===== src/rtl/io_uart_if.sv =====
// Pin/bus bundle for io_uart: serial lines, error request, decoded command pulses and clock digits.
interface io_uart_if;
  logic       rx;
  logic       tx;
  logic       er;
  logic       is_start_cmd;
  logic       is_check_cmd;
  logic       is_reset_cmd;
  logic       is_setcl_cmd;
  logic       is_exit_cmd;
  logic       is_shutdown_cmd;
  logic       wr_ry;
  logic [3:0] clock1;
  logic [3:0] clock2;
  logic [3:0] clock3;
  logic [3:0] clock4;
  logic [3:0] clock5;
  logic [3:0] clock6;

  modport slave (
    input  rx, er,
    output tx, is_start_cmd, is_check_cmd, is_reset_cmd, is_setcl_cmd,
           is_exit_cmd, is_shutdown_cmd, wr_ry,
           clock1, clock2, clock3, clock4, clock5, clock6
  );

  modport master (
    output rx, er,
    input  tx, is_start_cmd, is_check_cmd, is_reset_cmd, is_setcl_cmd,
           is_exit_cmd, is_shutdown_cmd, wr_ry,
           clock1, clock2, clock3, clock4, clock5, clock6
  );
endinterface


===== src/rtl/io_uart.sv =====
// Text-command UART: 8N1 line receiver with command/digit decoder, and an ERR message transmitter.
// Define IO_UART_ACK_EN to also answer every recognized line with "OK\r\n".
module io_uart #(
  parameter int CLK_HZ = 100000000,
  parameter int BAUD   = 115200
) (
  input logic      clk,
  input logic      rst_n,
  io_uart_if.slave bus
);

  localparam int BIT_CLKS = CLK_HZ / BAUD;
  localparam int CW       = (BIT_CLKS > 1) ? $clog2(BIT_CLKS) : 1;
  localparam logic [CW-1:0] BIT_LAST  = CW'(BIT_CLKS - 1);
  localparam logic [CW-1:0] HALF_LAST = CW'(BIT_CLKS / 2 - 1);

  localparam logic [3:0] ERR_FIRST = 4'd0;
  localparam logic [3:0] ERR_LAST  = 4'd4;
  localparam logic [3:0] OK_FIRST  = 4'd5;
  localparam logic [3:0] OK_LAST   = 4'd8;

`ifdef IO_UART_ACK_EN
  localparam logic ACK_EN = 1'b1;
`else
  localparam logic ACK_EN = 1'b0;
`endif

  // state    | meaning
  // RX_IDLE  | waiting for falling edge on synchronized rx
  // RX_START | counting to mid start bit, re-check low
  // RX_DATA  | sampling 8 data bits LSB first at mid-bit
  // RX_STOP  | sampling stop bit; high delivers the byte
  // TX_IDLE  | line high, waiting for a pending message
  // TX_START | driving start bit
  // TX_DATA  | shifting out 8 data bits LSB first
  // TX_STOP  | driving stop bit, then next byte/message or idle
  typedef enum logic [1:0] {RX_IDLE, RX_START, RX_DATA, RX_STOP} rx_state_t;
  typedef enum logic [1:0] {TX_IDLE, TX_START, TX_DATA, TX_STOP} tx_state_t;

  logic [1:0] rst_sync_q, rst_sync_d;
  logic       rst_int_n;

  always_comb rst_sync_d = {rst_sync_q[0], 1'b1};

  always_ff @(posedge clk or negedge rst_n) begin
    if (!rst_n) rst_sync_q <= 2'b00;
    else        rst_sync_q <= rst_sync_d;
  end

  assign rst_int_n = rst_sync_q[1];

  // Reset to 0 so a line held low through reset release is not taken as an edge.
  logic rx_meta_q, rx_meta_d, rx_sync_q, rx_sync_d, rx_prev_q, rx_prev_d;
  logic rx_fall;

  always_comb begin
    rx_meta_d = bus.rx;
    rx_sync_d = rx_meta_q;
    rx_prev_d = rx_sync_q;
  end

  assign rx_fall = rx_prev_q & ~rx_sync_q;

  rx_state_t       rx_state_q, rx_state_d;
  logic [CW-1:0]   rx_cnt_q, rx_cnt_d;
  logic [2:0]      rx_bit_q, rx_bit_d;
  logic [7:0]      rx_shift_q, rx_shift_d;
  logic            byte_vld_q, byte_vld_d;
  logic [7:0]      byte_q, byte_d;

  always_comb begin
    rx_state_d = rx_state_q;
    rx_cnt_d   = rx_cnt_q;
    rx_bit_d   = rx_bit_q;
    rx_shift_d = rx_shift_q;
    byte_vld_d = 1'b0;
    byte_d     = byte_q;
    case (rx_state_q)
      RX_IDLE: begin
        if (rx_fall) begin
          rx_state_d = RX_START;
          rx_cnt_d   = HALF_LAST;
        end
      end
      RX_START: begin
        if (rx_cnt_q != '0) rx_cnt_d = rx_cnt_q - 1'b1;
        else if (rx_sync_q) rx_state_d = RX_IDLE;
        else begin
          rx_state_d = RX_DATA;
          rx_cnt_d   = BIT_LAST;
          rx_bit_d   = 3'd0;
        end
      end
      RX_DATA: begin
        if (rx_cnt_q != '0) rx_cnt_d = rx_cnt_q - 1'b1;
        else begin
          rx_shift_d = {rx_sync_q, rx_shift_q[7:1]};
          rx_cnt_d   = BIT_LAST;
          rx_bit_d   = rx_bit_q + 1'b1;
          if (rx_bit_q == 3'd7) rx_state_d = RX_STOP;
        end
      end
      RX_STOP: begin
        if (rx_cnt_q != '0) rx_cnt_d = rx_cnt_q - 1'b1;
        else begin
          rx_state_d = RX_IDLE;
          if (rx_sync_q) begin
            byte_vld_d = 1'b1;
            byte_d     = rx_shift_q;
          end
        end
      end
      default: rx_state_d = RX_IDLE;
    endcase
  end

  logic [7:0] line_q [16];
  logic [7:0] line_d [16];
  logic [4:0] len_q, len_d;
  logic       ovf_q, ovf_d;
  logic [5:0] cmd_q, cmd_d;
  logic       wr_ry_q, wr_ry_d;
  logic [3:0] dig_q [6];
  logic [3:0] dig_d [6];
  logic       digits_ok;
  logic       is_term;
  logic       line_hit;

  // s holds the command left-aligned, first character in the top byte.
  function automatic logic line_is(input logic [63:0] s, input logic [4:0] n);
    logic ok;
    ok = (len_q == n);
    for (int i = 0; i < 8; i++) begin
      if (5'(i) < n) ok = ok & (line_q[i] == s[63 - 8*i -: 8]);
    end
    return ok;
  endfunction

  always_comb begin
    digits_ok = (len_q == 5'd6);
    for (int i = 0; i < 6; i++) begin
      if (line_q[i] < 8'h30 || line_q[i] > 8'h39) digits_ok = 1'b0;
    end
  end

  assign is_term = (byte_q == 8'h0D) || (byte_q == 8'h0A);

  always_comb begin
    line_d  = line_q;
    len_d   = len_q;
    ovf_d   = ovf_q;
    cmd_d   = 6'b0;
    wr_ry_d = 1'b0;
    dig_d   = dig_q;
    if (byte_vld_q) begin
      if (is_term) begin
        len_d = 5'd0;
        ovf_d = 1'b0;
        if (!ovf_q && len_q != 5'd0) begin
          cmd_d[0] = line_is({"start", 24'h0}, 5'd5);
          cmd_d[1] = line_is({"check", 24'h0}, 5'd5);
          cmd_d[2] = line_is({"reset", 24'h0}, 5'd5);
          cmd_d[3] = line_is({"setcl", 24'h0}, 5'd5);
          cmd_d[4] = line_is({"exit", 32'h0}, 5'd4);
          cmd_d[5] = line_is("shutdown", 5'd8);
          if (digits_ok) begin
            wr_ry_d = 1'b1;
            for (int i = 0; i < 6; i++) dig_d[i] = line_q[i][3:0];
          end
        end
      end else if (!ovf_q) begin
        if (len_q == 5'd16) begin
          ovf_d = 1'b1;
          len_d = 5'd0;
        end else begin
          line_d[len_q[3:0]] = byte_q;
          len_d              = len_q + 5'd1;
        end
      end
    end
  end

  assign line_hit = (|cmd_d) | wr_ry_d;

  function automatic logic [7:0] msg_rom(input logic [3:0] a);
    case (a)
      4'd0:    return 8'h45;
      4'd1:    return 8'h52;
      4'd2:    return 8'h52;
      4'd3:    return 8'h0D;
      4'd4:    return 8'h0A;
      4'd5:    return 8'h4F;
      4'd6:    return 8'h4B;
      4'd7:    return 8'h0D;
      4'd8:    return 8'h0A;
      default: return 8'h00;
    endcase
  endfunction

  tx_state_t     tx_state_q, tx_state_d;
  logic [CW-1:0] tx_cnt_q, tx_cnt_d;
  logic [2:0]    tx_bit_q, tx_bit_d;
  logic [7:0]    tx_shift_q, tx_shift_d;
  logic [3:0]    tx_addr_q, tx_addr_d;
  logic [3:0]    tx_last_q, tx_last_d;
  logic          err_pend_q, err_pend_d;
  logic          ack_pend_q, ack_pend_d;
  logic          tx_q, tx_d;
  logic          load_next;

  always_comb begin
    tx_state_d = tx_state_q;
    tx_cnt_d   = tx_cnt_q;
    tx_bit_d   = tx_bit_q;
    tx_shift_d = tx_shift_q;
    tx_addr_d  = tx_addr_q;
    tx_last_d  = tx_last_q;
    err_pend_d = err_pend_q | bus.er;
    ack_pend_d = ack_pend_q | (ACK_EN & line_hit);
    load_next  = 1'b0;
    case (tx_state_q)
      TX_IDLE: load_next = 1'b1;
      TX_START: begin
        if (tx_cnt_q != '0) tx_cnt_d = tx_cnt_q - 1'b1;
        else begin
          tx_state_d = TX_DATA;
          tx_cnt_d   = BIT_LAST;
          tx_bit_d   = 3'd0;
        end
      end
      TX_DATA: begin
        if (tx_cnt_q != '0) tx_cnt_d = tx_cnt_q - 1'b1;
        else begin
          tx_shift_d = {1'b0, tx_shift_q[7:1]};
          tx_cnt_d   = BIT_LAST;
          tx_bit_d   = tx_bit_q + 1'b1;
          if (tx_bit_q == 3'd7) tx_state_d = TX_STOP;
        end
      end
      TX_STOP: begin
        if (tx_cnt_q != '0) tx_cnt_d = tx_cnt_q - 1'b1;
        else if (tx_addr_q != tx_last_q) begin
          tx_addr_d  = tx_addr_q + 4'd1;
          tx_shift_d = msg_rom(tx_addr_q + 4'd1);
          tx_state_d = TX_START;
          tx_cnt_d   = BIT_LAST;
        end else begin
          tx_state_d = TX_IDLE;
          load_next  = 1'b1;
        end
      end
      default: tx_state_d = TX_IDLE;
    endcase
    // Launching straight from the stop bit keeps queued messages back-to-back.
    if (load_next) begin
      if (err_pend_q) begin
        err_pend_d = bus.er;
        tx_addr_d  = ERR_FIRST;
        tx_last_d  = ERR_LAST;
        tx_shift_d = msg_rom(ERR_FIRST);
        tx_state_d = TX_START;
        tx_cnt_d   = BIT_LAST;
      end else if (ack_pend_q) begin
        ack_pend_d = ACK_EN & line_hit;
        tx_addr_d  = OK_FIRST;
        tx_last_d  = OK_LAST;
        tx_shift_d = msg_rom(OK_FIRST);
        tx_state_d = TX_START;
        tx_cnt_d   = BIT_LAST;
      end
    end
    if (tx_state_d == TX_START)     tx_d = 1'b0;
    else if (tx_state_d == TX_DATA) tx_d = tx_shift_d[0];
    else                            tx_d = 1'b1;
  end

  always_ff @(posedge clk or negedge rst_int_n) begin
    if (!rst_int_n) begin
      rx_meta_q  <= 1'b0;
      rx_sync_q  <= 1'b0;
      rx_prev_q  <= 1'b0;
      rx_state_q <= RX_IDLE;
      rx_cnt_q   <= '0;
      rx_bit_q   <= 3'd0;
      rx_shift_q <= 8'h00;
      byte_vld_q <= 1'b0;
      byte_q     <= 8'h00;
      for (int i = 0; i < 16; i++) line_q[i] <= 8'h00;
      len_q      <= 5'd0;
      ovf_q      <= 1'b0;
      cmd_q      <= 6'b0;
      wr_ry_q    <= 1'b0;
      for (int i = 0; i < 6; i++) dig_q[i] <= 4'd0;
      tx_state_q <= TX_IDLE;
      tx_cnt_q   <= '0;
      tx_bit_q   <= 3'd0;
      tx_shift_q <= 8'h00;
      tx_addr_q  <= 4'd0;
      tx_last_q  <= 4'd0;
      err_pend_q <= 1'b0;
      ack_pend_q <= 1'b0;
      tx_q       <= 1'b1;
    end else begin
      rx_meta_q  <= rx_meta_d;
      rx_sync_q  <= rx_sync_d;
      rx_prev_q  <= rx_prev_d;
      rx_state_q <= rx_state_d;
      rx_cnt_q   <= rx_cnt_d;
      rx_bit_q   <= rx_bit_d;
      rx_shift_q <= rx_shift_d;
      byte_vld_q <= byte_vld_d;
      byte_q     <= byte_d;
      line_q     <= line_d;
      len_q      <= len_d;
      ovf_q      <= ovf_d;
      cmd_q      <= cmd_d;
      wr_ry_q    <= wr_ry_d;
      dig_q      <= dig_d;
      tx_state_q <= tx_state_d;
      tx_cnt_q   <= tx_cnt_d;
      tx_bit_q   <= tx_bit_d;
      tx_shift_q <= tx_shift_d;
      tx_addr_q  <= tx_addr_d;
      tx_last_q  <= tx_last_d;
      err_pend_q <= err_pend_d;
      ack_pend_q <= ack_pend_d;
      tx_q       <= tx_d;
    end
  end

  assign bus.tx              = tx_q;
  assign bus.is_start_cmd    = cmd_q[0];
  assign bus.is_check_cmd    = cmd_q[1];
  assign bus.is_reset_cmd    = cmd_q[2];
  assign bus.is_setcl_cmd    = cmd_q[3];
  assign bus.is_exit_cmd     = cmd_q[4];
  assign bus.is_shutdown_cmd = cmd_q[5];
  assign bus.wr_ry           = wr_ry_q;
  assign bus.clock1          = dig_q[0];
  assign bus.clock2          = dig_q[1];
  assign bus.clock3          = dig_q[2];
  assign bus.clock4          = dig_q[3];
  assign bus.clock5          = dig_q[4];
  assign bus.clock6          = dig_q[5];

endmodule


===== src/flat_wrapper.sv =====
// flat-port wrapper written by rule: the top's interface ports become plain ports
module io_uart_flat 
#(
  parameter int CLK_HZ = 100000000,
  parameter int BAUD   = 115200
)
  (clk, rst_n, bus_rx, bus_er, bus_tx, bus_is_start_cmd, bus_is_check_cmd, bus_is_reset_cmd, bus_is_setcl_cmd, bus_is_exit_cmd, bus_is_shutdown_cmd, bus_wr_ry, bus_clock1, bus_clock2, bus_clock3, bus_clock4, bus_clock5, bus_clock6);
  io_uart_if bus_i ();
  input logic clk;
  input logic rst_n;
  input wire logic [$bits(bus_i.rx)-1:0] bus_rx;
  input wire logic [$bits(bus_i.er)-1:0] bus_er;
  output wire logic [$bits(bus_i.tx)-1:0] bus_tx;
  output wire logic [$bits(bus_i.is_start_cmd)-1:0] bus_is_start_cmd;
  output wire logic [$bits(bus_i.is_check_cmd)-1:0] bus_is_check_cmd;
  output wire logic [$bits(bus_i.is_reset_cmd)-1:0] bus_is_reset_cmd;
  output wire logic [$bits(bus_i.is_setcl_cmd)-1:0] bus_is_setcl_cmd;
  output wire logic [$bits(bus_i.is_exit_cmd)-1:0] bus_is_exit_cmd;
  output wire logic [$bits(bus_i.is_shutdown_cmd)-1:0] bus_is_shutdown_cmd;
  output wire logic [$bits(bus_i.wr_ry)-1:0] bus_wr_ry;
  output wire logic [$bits(bus_i.clock1)-1:0] bus_clock1;
  output wire logic [$bits(bus_i.clock2)-1:0] bus_clock2;
  output wire logic [$bits(bus_i.clock3)-1:0] bus_clock3;
  output wire logic [$bits(bus_i.clock4)-1:0] bus_clock4;
  output wire logic [$bits(bus_i.clock5)-1:0] bus_clock5;
  output wire logic [$bits(bus_i.clock6)-1:0] bus_clock6;
  assign bus_i.rx = bus_rx;
  assign bus_i.er = bus_er;
  assign bus_tx = bus_i.tx;
  assign bus_is_start_cmd = bus_i.is_start_cmd;
  assign bus_is_check_cmd = bus_i.is_check_cmd;
  assign bus_is_reset_cmd = bus_i.is_reset_cmd;
  assign bus_is_setcl_cmd = bus_i.is_setcl_cmd;
  assign bus_is_exit_cmd = bus_i.is_exit_cmd;
  assign bus_is_shutdown_cmd = bus_i.is_shutdown_cmd;
  assign bus_wr_ry = bus_i.wr_ry;
  assign bus_clock1 = bus_i.clock1;
  assign bus_clock2 = bus_i.clock2;
  assign bus_clock3 = bus_i.clock3;
  assign bus_clock4 = bus_i.clock4;
  assign bus_clock5 = bus_i.clock5;
  assign bus_clock6 = bus_i.clock6;
  io_uart #(.CLK_HZ(CLK_HZ), .BAUD(BAUD)) u_core (.clk(clk), .rst_n(rst_n), .bus(bus_i));
endmodule

===== config.mk =====
export PLATFORM = sky130hd
export DESIGN_NAME = io_uart_flat
export DESIGN_NICKNAME = d
export VERILOG_FILES = /design/src/rtl/io_uart_if.sv /design/src/rtl/io_uart.sv /design/src/flat_wrapper.sv
export SDC_FILE = /design/constraint.sdc
export NUM_CORES = 1
export LEC_CHECK = 0
export ABC_CLOCK_PERIOD_IN_PS = 10450
export CAP_MARGIN = 15
export CORE_UTILIZATION = 60
export CTS_CLUSTER_DIAMETER = 200
export CTS_CLUSTER_SIZE = 20
export DETAILED_ROUTE_END_ITERATION = 7
export DONT_BUFFER_PORTS = 1
export GPL_ROUTABILITY_DRIVEN = 0
export PLACE_DENSITY_LB_ADDON = 0.2
export SETUP_SLACK_MARGIN = 0.3
export SLEW_MARGIN = 10
export SYNTH_ARGS = -nofsm -noshare
export SYNTH_HDL_FRONTEND = slang
export SYNTH_SLANG_ARGS = --single-unit

===== constraint.sdc =====
create_clock -name clk -period 10.45 [get_ports clk]
set_input_delay 1.045 -clock clk [delete_from_list [all_inputs] [get_ports clk]]
set_output_delay 1.045 -clock clk [all_outputs]
set_load 0.02 [all_outputs]

# Word-level counts from Yosys, hierarchy flattened
# Memory sizes are Yosys's and may differ from the RTL's.
# Index checks and enable logic that the tools add are counted.
dict set report totals {
  regBits 235
  mem_bits_ro 96
  inputBits 4
  output_inout_bits 32
  n_memories 1
}
# name words width rd rd_clocked_by_memory_dff wr line_no
set memory_table {}
lappend memory_table {{(name not given)} 16 6 1 0 0 io_uart.sv:186} ;# case (a)
dict set report op_classes {
  addsub 6
  n_lt_le_gt_ge 14
  eq_ne 54
  mux 153
  n_bitwise 39
  n_reduce_logical 28
}
# op count
set op_table {}
lappend op_table {{$eq 8x7->1 const B} 25}
lappend op_table {{$bwmux 128} 1}
lappend op_table {{$mux 10} 10}
lappend op_table {{$mux 1} 98}
lappend op_table {{$gt 8x6->1 const B} 6}
lappend op_table {{$lt 8x6->1 const B} 6}
lappend op_table {{$mux 8} 6}
lappend op_table {{$pmux 10 s4} 1}
lappend op_table {{$and 1x1->1} 32}
lappend op_table {{$demux 8 s4} 1}
lappend op_table {{$mux 2} 12}
lappend op_table {{$mux 4} 6}
lappend op_table {{$pmux 10 s2} 1}
lappend op_table {{$reduce_bool 10->1} 2}
lappend op_table {{$sub 10x1->10 const B} 2}
lappend op_table {{$mux 6} 3}
lappend op_table {{$eq 8x4->1 const B} 2}
lappend op_table {{$pmux 8 s2} 1}
lappend op_table {{$eq 5x3->1 const B} 3}
lappend op_table {{$mux 3} 5}
lappend op_table {{$mux 5} 3}
lappend op_table {{$ne 2x2->1 const B} 7}
lappend op_table {{$pmux 3 s2} 2}
lappend op_table {{$reduce_and 4->1} 3}
lappend op_table {{other kinds (29)} 56}

# Longest topological paths before layout
dict set report depth {
  ltp_word 33
  depth_mapped 10
  depth_no_buf 7
}

# Worst setup path before layout
# No wires, ideal clock.
dict set report synth_path {
  path_type {reg-to-reg}
  start {register u_core.len_q[0]}
  end {register u_core.dig_q (netlist bit u_core.bus.clock6[2])}
  setup_ns 0.128
  arrival_ns 1.996
  t_required_ns 10.322
  slack_ns 8.327
  stages_incl_launch_ff 9
  synth_period_minus_slack_ns 2.123
  path_cell_list {dfrtp_1 inv_1 ha_1 nor4b_1 nand3_1 nor3_1 nand4_4 buf_2 mux2_1}
}
dict set report synth_between {
  elab_chain_len 8
  word_cells_on_any_way 10
  cone_classes {1 x eq/ne; 6 x mux; 3 x reduce/logical}
}
# element line_no
set synth_lines {}
lappend synth_lines {{start, declared} io_uart.sv:119} ;# logic [4:0] len_q, len_d;
lappend synth_lines {{start signal, assigned} io_uart.sv:314} ;# len_q <= len_d;
lappend synth_lines {{$eq 5x3->1} io_uart.sv:140} ;# digits_ok = (len_q == 5'd6);
lappend synth_lines {{$mux 1 (6 in series)} io_uart.sv:142} ;# if (line_q[i] < 8'h30 || line_q[i] > 8'h39) digits_ok = 1'b0;
lappend synth_lines {{$reduce_and 4->1 (no line) *} n/a}
lappend synth_lines {{end signal, assigned} io_uart.sv:318} ;# dig_q <= dig_d;
lappend synth_lines {{end, declared} io_uart.sv:123} ;# logic [3:0] dig_q [6];
# Every way passes the cells marked *; elsewhere a longest branch is shown, timed or not.
# A chain may end at the register's enable or synchronous reset.

# Final worst setup path
dict set report layout_path {
  start {register u_core.tx_cnt_q[0]}
  end {register u_core.tx_cnt_q[5]}
}
dict set report layout_between {
  elab_chain_len 5
  word_cells_on_any_way 9
  cone_classes {1 x add/sub; 7 x mux; 1 x reduce/logical}
}
# element line_no
set layout_lines {}
lappend layout_lines {{start, declared} io_uart.sv:201} ;# logic [CW-1:0] tx_cnt_q, tx_cnt_d;
lappend layout_lines {{start signal, assigned} io_uart.sv:320} ;# tx_cnt_q <= tx_cnt_d;
lappend layout_lines {{$sub 10x1->10 or $reduce_bool 10->1 (tied branches)} {io_uart.sv:224, io_uart.sv:232, io_uart.sv:241}}
lappend layout_lines {{$mux 10, on equally long branches} {io_uart.sv:241, io_uart.sv:224, io_uart.sv:232}}
lappend layout_lines {{$pmux 10 s2} io_uart.sv:221} ;# case (tx_state_q)
lappend layout_lines {{$mux 10} io_uart.sv:256} ;# if (err_pend_q) begin
lappend layout_lines {{$mux 10 *} io_uart.sv:255} ;# if (load_next) begin
lappend layout_lines {{named net u_core.tx_cnt_d[5]} io_uart.sv:201}
# The timed path passes the listed nets; every way through them passes the cells marked *.

==> impl_metrics.json <==
{
  "synth_flop_cell": "dfrtp_1",
  "syn_inst": 705,
  "p_comb_share_pct": 13.8,
  "cts_setup_buffers": 0,
  "power_switching_uw": 433.5,
  "status": "completed",
  "vias_per_cell": 6.376,
  "dieWidth_um": 119.1,
  "cts_buffers": 17,
  "power_density_nw_per_um2": 172.1,
  "drt-total-wl_mm": 17.26,
  "relSlewSlack_pct": 40.40,
  "syn_to_final_growth_pct": 8.271,
  "hold_class": "reg2async",
  "internal_power_mw": 1.100,
  "place_ws_ns": 7.706,
  "cp_data_required_time_ns": 10.82,
  "rows": 42,
  "p_sw_share_pct": 28.27,
  "synth_edf_count": 0,
  "antenna_found_initial": 0,
  "vias": 5649,
  "rrSetupSlack_ns": 7.66,
  "overflow": 0,
  "cts_root_buf": "clkbuf_16",
  "track_usage_pct": 25.93,
  "dpl.hpwl_mm": 12.05,
  "post-route-util_pct": 67.01,
  "max-cap-violations": 0,
  "antenna_left": 0,
  "total_power_mw": 1.533,
  "grt_pass1_vias": 5779,
  "yosysWarnings": 0,
  "placed_area_um2": 8332,
  "port_buffers": 0,
  "setup_viol": 0,
  "yosysUniqueCellTypes": 79,
  "period_share_pct": 26.70,
  "worst_slew_pin_slew_ns": 0.8940,
  "rsz0062_at_grt": "false",
  "h-tree-depth": 4,
  "dieArea_um2": 14190,
  "clk_latency_ns": 0.44,
  "cts_num_sinks": 168,
  "first_pass_iters": 5,
  "p_seq_share_pct": 46.1,
  "hold_viol_final": 0,
  "nets": 723,
  "ys_async_sr_fraction_pct": 100.0,
  "core-area_um2": 13300,
  "post_cts_resized": 0,
  "fmax_mhz": 358.4,
  "avgRoutedWirePerCell_um": 19.48,
  "start_util_pct": 61.90,
  "pwr-share-clk_pct": 40.1,
  "ios": 36,
  "power.leakage_nw": 4.116,
  "design_area_um2": 8910,
  "irDropWorstVdd_uv": 120.7,
  "crit_fanout": 16,
  "grt_max_degree": 74,
  "ys_ff_latch": 168,
  "cts_max_path_buffers": 2,
  "drive_gt1_share_pct": 23.10,
  "avgSynthCellArea_um2": 11.67,
  "timing.setup.tns_ns": 0,
  "die_h_um": 119.1,
  "drcViolationCount": 0,
  "slew_violations": 0,
  "cts_tree": "yes",
  "syn-cell-area_um2": 8229,
  "ys_seq_area_share_pct": 51.10,
  "timing.final.ws_setup_ns": 7.660,
  "drt_iter0_markers": 378,
  "grt_first_pass_wirelength_mm": 28.70,
  "path_class": "reg2reg",
  "syn-num-nets": 731,
  "cts.clk_slew.worst_paths_ns": 0.07,
  "num_antenna_cells": 0,
  "startpoint_type": "flop",
  "crit_arrival_ns": 3.16,
  "cts_hold_buf": 0,
  "end_kind": "flop",
  "period_minus_slack_ns": 2.790,
  "fillCellCount": 968,
  "clock_skew_ns": 0.007055
}
==> critical path, cell delays in order, from the launching register on <==
cell       delay, ns
dfrtp_1         0.42
inv_1           0.07
ha_1            0.21
or3b_1          0.49
nor3_4          0.53
a21o_1          0.25
and2_1          0.53
a2bb2oi_1       0.22
==> path summary, 6_finish.rpt <==
check	start	to	depth (start not counted)
setup / recovery	u_core.tx_cnt_q[0]	u_core.tx_cnt_q[5]	7
hold / removal	u_core.rst_sync_q[1]	u_core.bus.clock3[2]	0
setup reg to reg	u_core.tx_cnt_q[0]	u_core.tx_cnt_q[5]	7
hold reg to reg	u_core.rst_sync_q[1]	u_core.bus.clock3[2]	0
max in group asynchronous	u_core.rst_sync_q[1]	u_core.rx_prev_q	1
min in group clk	u_core.rst_sync_q[0]	u_core.rst_sync_q[1]	0
==> cells by family (layout without fill, tap and decap cells) <==
logic type / Yosys count / in the layout / share of synthesized area, %
other cells: 1 / 1 / 0.04557
xor+xnor: 7 / 7 / 0.7450
mux: 109 / 109 / 14.84
buf+inv: 51 / 56 / 2.661
compound gates: 124 / 124 / 10.25
simple gates: 223 / 223 / 17.01
flops: 168 / 168 / 51.10
fa+ha+maj: 22 / 22 / 3.345
==> flip-flops by register name, indices dropped and copies added, names as in the netlist, 2 cells and up, named ones only <==
name,cells
u_core.line_q,64
u_core.rx_cnt_q,10
u_core.tx_cnt_q,10
u_core.byte_q,8
u_core.rx_shift_q,8
u_core.tx_shift_q,8
u_core.cmd_q,6
u_core.len_q,5
u_core.bus.clock1,4
u_core.bus.clock2,4
u_core.bus.clock3,4
u_core.bus.clock4,4
u_core.bus.clock5,4
u_core.bus.clock6,4
u_core.tx_addr_q,4
u_core.rx_bit_q,3
u_core.tx_bit_q,3
u_core.rst_sync_q,2
u_core.tx_state_q,2
==> area by class of cell <==
class	count	area [µm²]	share of cell area, %
sequential	168	4209	47.24
clock inverter	14	138.9	1.559
inverter	22	82.58	0.9268
tap	176	220.2	2.472
timing repair buffer	2	15.01	0.1685
multi-input combinational	486	3805	42.70
clock buffer	18	439.2	4.929
==> through the flow <==
stage,cells,hold slack [ns]
global placement,854,0.2604
global route,886,0.2795
detailed placement,854,0.2793
finish,886,0.2617
CTS,886,0.2834
floorplan,705,0.3312
==> synth_stat cells (6+ instances only) <==
master,count,area share (%)
nand4b_1,9,0.96
o211ai_1,10,0.91
a22o_1,7,0.75
clkbuf_1,13,0.59
nor2_1,39,1.8
o21ai_0,26,1.6
a32oi_1,6,0.64
ha_1,22,3.3
buf_2,12,0.73
nand2_1,33,1.5
dfrtp_1,167,51
nand3_1,12,0.73
nand4_1,11,0.84
a21oi_1,27,1.6
a21o_1,8,0.73
mux2_2,100,14
inv_1,22,1.0
nor3_1,19,1.2
nor2b_1,11,0.84
nor4_1,7,0.53
or3_1,16,1.2
==> layout by cell type, fill, tap and decap left out, drive strengths merged, types with 6 or more instances in the layout <==
| cell type | count |
|---|---|
| inv | 29 |
| nand3 | 14 |
| nor3 | 21 |
| ha | 22 |
| o211ai | 10 |
| a21o | 8 |
| dfrtp | 167 |
| nor2b | 11 |
| a21oi | 27 |
| mux2 | 104 |
| o21ai | 27 |
| clkbuf | 18 |
| nor4 | 12 |
| nand4 | 12 |
| nand4b | 9 |
| nand2 | 37 |
| a22o | 7 |
| a32oi | 6 |
| nor3b | 7 |
| nor2 | 39 |
| or3 | 16 |
| nand2b | 6 |
==> power groups by stage <==
stage	logic [mW]	clock network, mW	registers [mW]
3_3_place_gp	0.201	0	0.716
6_report	0.211	0.615	0.707
2_1_floorplan	0.161	0	0.717
4_1_cts	0.210	0.624	0.707
5_1_grt	0.238	0.648	0.712
3_5_place_dp	0.209	0	0.719
==> metal layers <==
metal  track usage, %  up-vias  wire length [µm]
met5                0        -                 0
li1                 -     2590                 -
met3            5.316       47               738
met1            31.59     2852              7325
met2            44.69      160              8785
met4            10.84        0               412
(Power assumes the default switching activity.)
